`config.mk`:
```
export PLATFORM = sky130hd
export DESIGN_NAME = bits_unpack_ctrl_flat
export DESIGN_NICKNAME = d
export VERILOG_FILES = /design/src/rtl/bits_unpack_ctrl_if.sv /design/src/rtl/bits_unpack_ctrl.sv /design/src/flat_wrapper.sv
export SDC_FILE = /design/constraint.sdc
export NUM_CORES = 1
export LEC_CHECK = 0
export ABC_AREA = 1
export BUFFER_PORTS_ARGS = -buffer_cell sky130_fd_sc_hd__buf_2
export CORE_UTILIZATION = 32
export CTS_BUF_LIST = sky130_fd_sc_hd__clkbuf_4 sky130_fd_sc_hd__clkbuf_8
export CTS_CLUSTER_DIAMETER = 40
export DETAILED_ROUTE_END_ITERATION = 8
export GPL_TIMING_DRIVEN = 0
export PLACE_DENSITY = 0.53
export SYNTH_ARGS = -nofsm -noshare
export SYNTH_HDL_FRONTEND = slang
export SYNTH_SLANG_ARGS = --single-unit
```
`constraint.sdc`:
```
create_clock -name clock -period 8.7 [get_ports clock]
set_input_delay 1.74 -clock clock [delete_from_list [all_inputs] [get_ports clock]]
set_output_delay 1.74 -clock clock [all_outputs]
set_load 0.005 [all_outputs]
```
`src/rtl/bits_unpack_ctrl_if.sv`:
```
// Word-FIFO read port, bit-field request port and field delivery port of the bit unpacker.
// master drives the FIFO status/data and requests; slave is the unpacking controller.
interface bits_unpack_ctrl_if #(
  parameter int WORD_W = 32,
  parameter int OUT_W  = 15,
  parameter int LEN_W  = 4,
  parameter int BUF_W  = 64
);
  localparam int CNT_W = $clog2(BUF_W + 1);

  logic              flush;
  logic              fifo_empty;
  logic              fifo_pop;
  logic [WORD_W-1:0] fifo_rdata;
  logic              reqin;
  logic [LEN_W-1:0]  reqlen;
  logic              ready;
  logic              pushout;
  logic [LEN_W-1:0]  lenout;
  logic [OUT_W-1:0]  dataout;
  logic [CNT_W-1:0]  bits_avail;

  modport master (
    output flush, fifo_empty, fifo_rdata, reqin, reqlen,
    input  fifo_pop, ready, pushout, lenout, dataout, bits_avail
  );

  modport slave (
    input  flush, fifo_empty, fifo_rdata, reqin, reqlen,
    output fifo_pop, ready, pushout, lenout, dataout, bits_avail
  );
endinterface

```
`src/rtl/bits_unpack_ctrl.sv`:
```
// Prefetches 32-bit FIFO words into a 64-bit buffer and serves 0..15-bit MSB-first fields, one edge after acceptance.
// A request waits in PEND (ready low) until enough bits are buffered; FIFO pops are throttled to one word in flight.
module bits_unpack_ctrl #(
  parameter int WORD_W = 32,
  parameter int OUT_W  = 15,
  parameter int LEN_W  = 4,
  parameter int BUF_W  = 64
) (
  input logic               clock,
  input logic               reset,
  bits_unpack_ctrl_if.slave bus
);
  localparam int CNT_W = $clog2(BUF_W + 1);
  localparam logic [0:0] ST_IDLE = 1'b0;
  localparam logic [0:0] ST_PEND = 1'b1;
  localparam logic [LEN_W-1:0] OUT_W_L = LEN_W'(OUT_W);

  logic [0:0]       state_q, state_d;
  logic [BUF_W-1:0] buf_q, buf_d;
  logic [CNT_W-1:0] count_q, count_d;
  logic             inflight_q, inflight_d;
  logic [LEN_W-1:0] len_q, len_d;
  logic             pushout_q, pushout_d;
  logic [LEN_W-1:0] lenout_q, lenout_d;
  logic [OUT_W-1:0] dataout_q, dataout_d;

  logic             pop;
  logic             consume;
  logic [CNT_W-1:0] take;
  logic [CNT_W-1:0] cnt_after;
  logic [BUF_W-1:0] shifted;
  logic [BUF_W-1:0] word_ext;
  logic [OUT_W-1:0] top;

  // Buffer is MSB-aligned: buf_q[BUF_W-1] is the next stream bit, bits below count_q are zero.
  assign pop       = !inflight_q && (count_q <= CNT_W'(WORD_W)) && !bus.fifo_empty && !bus.flush;
  assign consume   = (state_q == ST_PEND) && (count_q >= CNT_W'(len_q));
  assign take      = consume ? CNT_W'(len_q) : '0;
  assign shifted   = buf_q << take;
  assign cnt_after = count_q - take;
  assign word_ext  = {bus.fifo_rdata, {(BUF_W-WORD_W){1'b0}}};
  assign top       = buf_q[BUF_W-1 -: OUT_W];

  always_comb begin
    state_d    = state_q;
    buf_d      = buf_q;
    count_d    = count_q;
    inflight_d = inflight_q;
    len_d      = len_q;
    pushout_d  = 1'b0;
    lenout_d   = lenout_q;
    dataout_d  = dataout_q;
    if (bus.flush) begin
      state_d    = ST_IDLE;
      buf_d      = '0;
      count_d    = '0;
      inflight_d = 1'b0;
    end else begin
      buf_d   = shifted;
      count_d = cnt_after;
      // The arriving word lands right behind whatever survives this edge's consume.
      if (inflight_q) begin
        buf_d   = shifted | (word_ext >> cnt_after);
        count_d = cnt_after + CNT_W'(WORD_W);
      end
      inflight_d = pop;
      if (consume) begin
        pushout_d = 1'b1;
        lenout_d  = len_q;
        dataout_d = top >> (OUT_W_L - len_q);
        state_d   = ST_IDLE;
      end else if ((state_q == ST_IDLE) && bus.reqin) begin
        len_d   = bus.reqlen;
        state_d = ST_PEND;
      end
    end
  end

  always_ff @(posedge clock or negedge reset) begin
    if (!reset) begin
      state_q    <= ST_IDLE;
      buf_q      <= '0;
      count_q    <= '0;
      inflight_q <= 1'b0;
      len_q      <= '0;
      pushout_q  <= 1'b0;
      lenout_q   <= '0;
      dataout_q  <= '0;
    end else begin
      state_q    <= state_d;
      buf_q      <= buf_d;
      count_q    <= count_d;
      inflight_q <= inflight_d;
      len_q      <= len_d;
      pushout_q  <= pushout_d;
      lenout_q   <= lenout_d;
      dataout_q  <= dataout_d;
    end
  end

  assign bus.fifo_pop   = pop;
  assign bus.ready      = (state_q == ST_IDLE);
  assign bus.pushout    = pushout_q;
  assign bus.lenout     = lenout_q;
  assign bus.dataout    = dataout_q;
  assign bus.bits_avail = count_q;
endmodule

```
`src/flat_wrapper.sv`:
```
// flat-port wrapper written by rule: the top's interface ports become plain ports
module bits_unpack_ctrl_flat 
#(
  parameter int WORD_W = 32,
  parameter int OUT_W  = 15,
  parameter int LEN_W  = 4,
  parameter int BUF_W  = 64
)
  (clock, reset, bus_flush, bus_fifo_empty, bus_fifo_rdata, bus_reqin, bus_reqlen, bus_fifo_pop, bus_ready, bus_pushout, bus_lenout, bus_dataout, bus_bits_avail);
  bits_unpack_ctrl_if #(.WORD_W(WORD_W), .OUT_W(OUT_W), .LEN_W(LEN_W), .BUF_W(BUF_W)) bus_i ();
  input logic clock;
  input logic reset;
  input wire logic [$bits(bus_i.flush)-1:0] bus_flush;
  input wire logic [$bits(bus_i.fifo_empty)-1:0] bus_fifo_empty;
  input wire logic [$bits(bus_i.fifo_rdata)-1:0] bus_fifo_rdata;
  input wire logic [$bits(bus_i.reqin)-1:0] bus_reqin;
  input wire logic [$bits(bus_i.reqlen)-1:0] bus_reqlen;
  output wire logic [$bits(bus_i.fifo_pop)-1:0] bus_fifo_pop;
  output wire logic [$bits(bus_i.ready)-1:0] bus_ready;
  output wire logic [$bits(bus_i.pushout)-1:0] bus_pushout;
  output wire logic [$bits(bus_i.lenout)-1:0] bus_lenout;
  output wire logic [$bits(bus_i.dataout)-1:0] bus_dataout;
  output wire logic [$bits(bus_i.bits_avail)-1:0] bus_bits_avail;
  assign bus_i.flush = bus_flush;
  assign bus_i.fifo_empty = bus_fifo_empty;
  assign bus_i.fifo_rdata = bus_fifo_rdata;
  assign bus_i.reqin = bus_reqin;
  assign bus_i.reqlen = bus_reqlen;
  assign bus_fifo_pop = bus_i.fifo_pop;
  assign bus_ready = bus_i.ready;
  assign bus_pushout = bus_i.pushout;
  assign bus_lenout = bus_i.lenout;
  assign bus_dataout = bus_i.dataout;
  assign bus_bits_avail = bus_i.bits_avail;
  bits_unpack_ctrl #(.WORD_W(WORD_W), .OUT_W(OUT_W), .LEN_W(LEN_W), .BUF_W(BUF_W)) u_core (.clock(clock), .reset(reset), .bus(bus_i));
endmodule
```
==> impl_metrics.csv <==
group,metric,value,unit
synthesis,yosysUniqueCellTypes,43,
critical_path,crit_path_end_kind,"flip-flop",
synthesis,ys_seq_elements,97,
clocking,cts_root_buffer,"clkbuf_8",
cells_and_area,fill_cells,3538,
critical_path,cpPeakStageDelay,0.51,ns
cells_and_area,seqCellArea,2427,sq um
clocking,clkLatencyLatePin,0.43,ns
sta,rsz0062_at_grt,"false",
critical_path,crit_arrival,5.85,ns
synthesis,async_reset_ff_frac,1.000,
cells_and_area,fin_area,11320,sq um
sta,period_needed,5.504,ns
grt,track_usage,0.2813,
worst_hold_path,hold-path-endpoint,"u_core.bus.dataout[8]",
clocking,cts_resized,0,
die,start_util,0.3247,
sta,max_slew_margin,0.4810,
power,ir_drop,0.3154,mV
synthesis,synthFlopType,"dfrtp_1",
synthesis,syn_nets,1771,
critical_path,rr_endpoint,"u_core.buf_q[20]",
sta,tns,0,ns
grt,grtUsageMet3,0.02943,
grt,antenna_found_initial,0,
drt,detail-route-antenna-nets,0,
critical_path,worstPathRequired,9.05,ns
die,die_area,32660,sq um
critical_path,rr_worst_depth,28,
place,hpwl,37870,um
sta,skew,0.02513,ns
worst_hold_path,min_from,"u_core.bus.dataout[8]",
cells_and_area,drive_above_1_share,0.1052,
grt,grtUsageMet2,0.4522,
critical_path,r2r_slack,3.20,ns
grt,met1_usage,0.3878,
synthesis,synth_most_common_cell,"nand3_1",
grt,grt_pass1_wl,70300,um
synthesis,synthCells,1721,
worst_hold_path,min_path_cells,2,
critical_path,cp_max_fo,10,
clocking,numCtsBuffers,9,
grt,grt_max_degree,69,
clocking,cts.sink_count,97,
clocking,postCtsSetupBuffers,0,
outcome,run_status,"finished, final reports clean",
critical_path,cp-start-kind,"flip-flop",
drt,drt_iter0_drc,1340,
drt,vias,12650,
worst_hold_path,hold_class,"reg2reg",
place,dpl_cell_area,11090,sq um
die,core-area,31470,sq um
sta,hold_viol,0,
clocking,cts_hold_buf,0,
clocking,path_clk_slew,0.11,ns
flow_run,drv_cap,0,
synthesis,synth_top_area_cell,"nand3_1",
synthesis,yosys_warnings,0,
sta,post-route-period-util,0.6326,
grt,grt.busiest_layer,"met2",
clocking,clockBufferDepth,2,
synthesis,synth_commonest_cells,"607 x nand3_1, 400 x nand2_1, 156 x inv_1, 97 x dfrtp_1, 77 x nand4_1",
sta,maxSlewViolCount,0,
synthesis,syn-cell-area,10220,sq um
sta,fmaxAchievable,0.1817,GHz
cells_and_area,nNetsFinal,1851,
critical_path,crit_path_frequent_cell,"nand2_1",
synthesis,synth_edf_count,0,
grt,grt_pass1_vias,11880,
die,fp.dieH,180.7,um
sta,setup_viol,0,
die,pin_count,70,
drt,route.detailed.drc,0,
cells_and_area,area_growth,10.80,%
place,port_buffers,68,
critical_path,r2r_start,"u_core.len_q[2]",
synthesis,avgSynthCellArea,5.939,sq um
drt,wl,46100,um
synthesis,synth.area.top_cells,"nand3_1 30%, dfrtp_1 24%, nand2_1 15%",
die,fp-row-count,65,
critical_path,worstSetupPathType,"reg2reg",
clocking,cts_tree,"yes",
drt,post_drt_wl_per_cell,20.88,um
cells_and_area,multiInputGateArea,6464,sq um
power,p_per_area,491.8,nW/um^2
synthesis,synth_seq_area_share,0.2375,
sta,tightest_slew,0.7785,ns
drt,avgViaCountPerCell,5.727,
cells_and_area,antenna_cells,0,
critical_path,slowest_stage,"clkbuf_1",
clocking,htreeDepth,3,
synthesis,yosys.area.top_type_share,0.2972,
grt,overflow,0,
drt,drtPass1Iterations,6,
die,chipWidth,180.7,um
place,place.gp.congestion,0.9759,
power,leakagePower,5.879,nW
==> routing by layer <==
metal,share of wire,vias up
li1,-,6036
met1,0.46,6028
met2,0.45,506
met3,0.058,75
met4,0.031,0
met5,0,-
==> placed cells by master (no fill, tap or decap), types with 2 or more instances in the layout <==
cell / instances
o21ai_1: 18
nor2_1: 52
buf_2: 125
ha_1: 8
clkbuf_8: 10
dfrtp_1: 97
inv_2: 7
a32o_1: 2
a2bb2oi_1: 3
nor2_4: 3
o21ai_0: 44
nor3_2: 2
nand3_1: 607
buf_1: 11
a31oi_1: 5
inv_1: 156
nor2_2: 4
bufinv_16: 2
o211ai_1: 34
mux2i_1: 3
nand3_2: 3
xor2_2: 2
a22o_1: 3
buf_6: 10
nand3b_1: 2
clkinv_1: 4
o22ai_1: 2
a21oi_1: 32
nand2_1: 400
nor4_1: 2
nand4_1: 77
buf_4: 12
clkbuf_1: 47
==> stage by stage <==
stage                     cells  hold WS (ns)  setup WS (ns)  utilization  power (mW)
after floorplan            1721        0.4726          4.306            -       3.646
after global placement     2191        0.4637          3.187       0.3515       5.116
after detailed placement   2192        0.4730          3.221       0.3525       5.099
after CTS                  2208        0.4976          3.220       0.3598       5.482
after global routing       2208        0.5134          2.838       0.3598       6.026
final                      2208        0.4920          3.196       0.3598       5.569
==> worst max-delay path, delay by kind of cell, from the launching register on <==
| family | cells | cell delay [ns] |
|---|---|---|
| buffers and inverters | 10 | 2.18 |
| DFF | 1 | 0.45 |
| adders and majority gates | 3 | 1.07 |
| and+or+nand+nor | 15 | 1.69 |
==> power by group <==
group | internal (mW) | switching [mW] | total (mW)
combinational | 1.26 | 3.29 | 4.55
sequential | 0.581 | 0.0662 | 0.647
clock | 0.176 | 0.195 | 0.371
==> flip-flops by register name, summed over array words and instances (netlist names) <==
signal                 count
u_core.buf_q              64
u_core.bus.dataout        15
u_core.bus.bits_avail      7
u_core.bus.lenout          4
u_core.len_q               4
u_core.bus.pushout         1
u_core.inflight_q          1
u_core.state_q             1
==> kinds of logic (layout without fill, tap and decap cells) <==
logic type,after synthesis,in the layout,synth area share
buffers and inverters,304,389,0.1301
AND/OR/NAND/NOR,1158,1158,0.5282
adder cells (fa/ha/maj),9,9,0.01175
XOR/XNOR,3,3,0.004040
multiplexers,3,3,0.002938
flip-flops,97,97,0.2375
AO/OA/AOI/OAI,147,147,0.08545
==> cell type report <==
type	count	area share
Timing Repair Buffer	69	0.03270
Tap cell	402	0.04441
Buffer	137	0.06209
Inverter	167	0.05535
Clock buffer	11	0.01282
Clock inverter	5	0.007513
Multi-Input combinational cell	1320	0.5708
Sequential cell	97	0.2143
==> worst max path at each step <==
stage / startpoint / to / cells after the start
after floorplan: bus_flush / bus_fifo_pop / 5
after global placement: bus_flush / bus_fifo_pop / 6
after detailed placement: bus_flush / bus_fifo_pop / 6
after CTS: bus_flush / bus_fifo_pop / 6
after global routing: u_core.len_q[2] / u_core.buf_q[20] / 28
final: u_core.len_q[2] / u_core.buf_q[20] / 28
(Power assumes the default switching activity.)
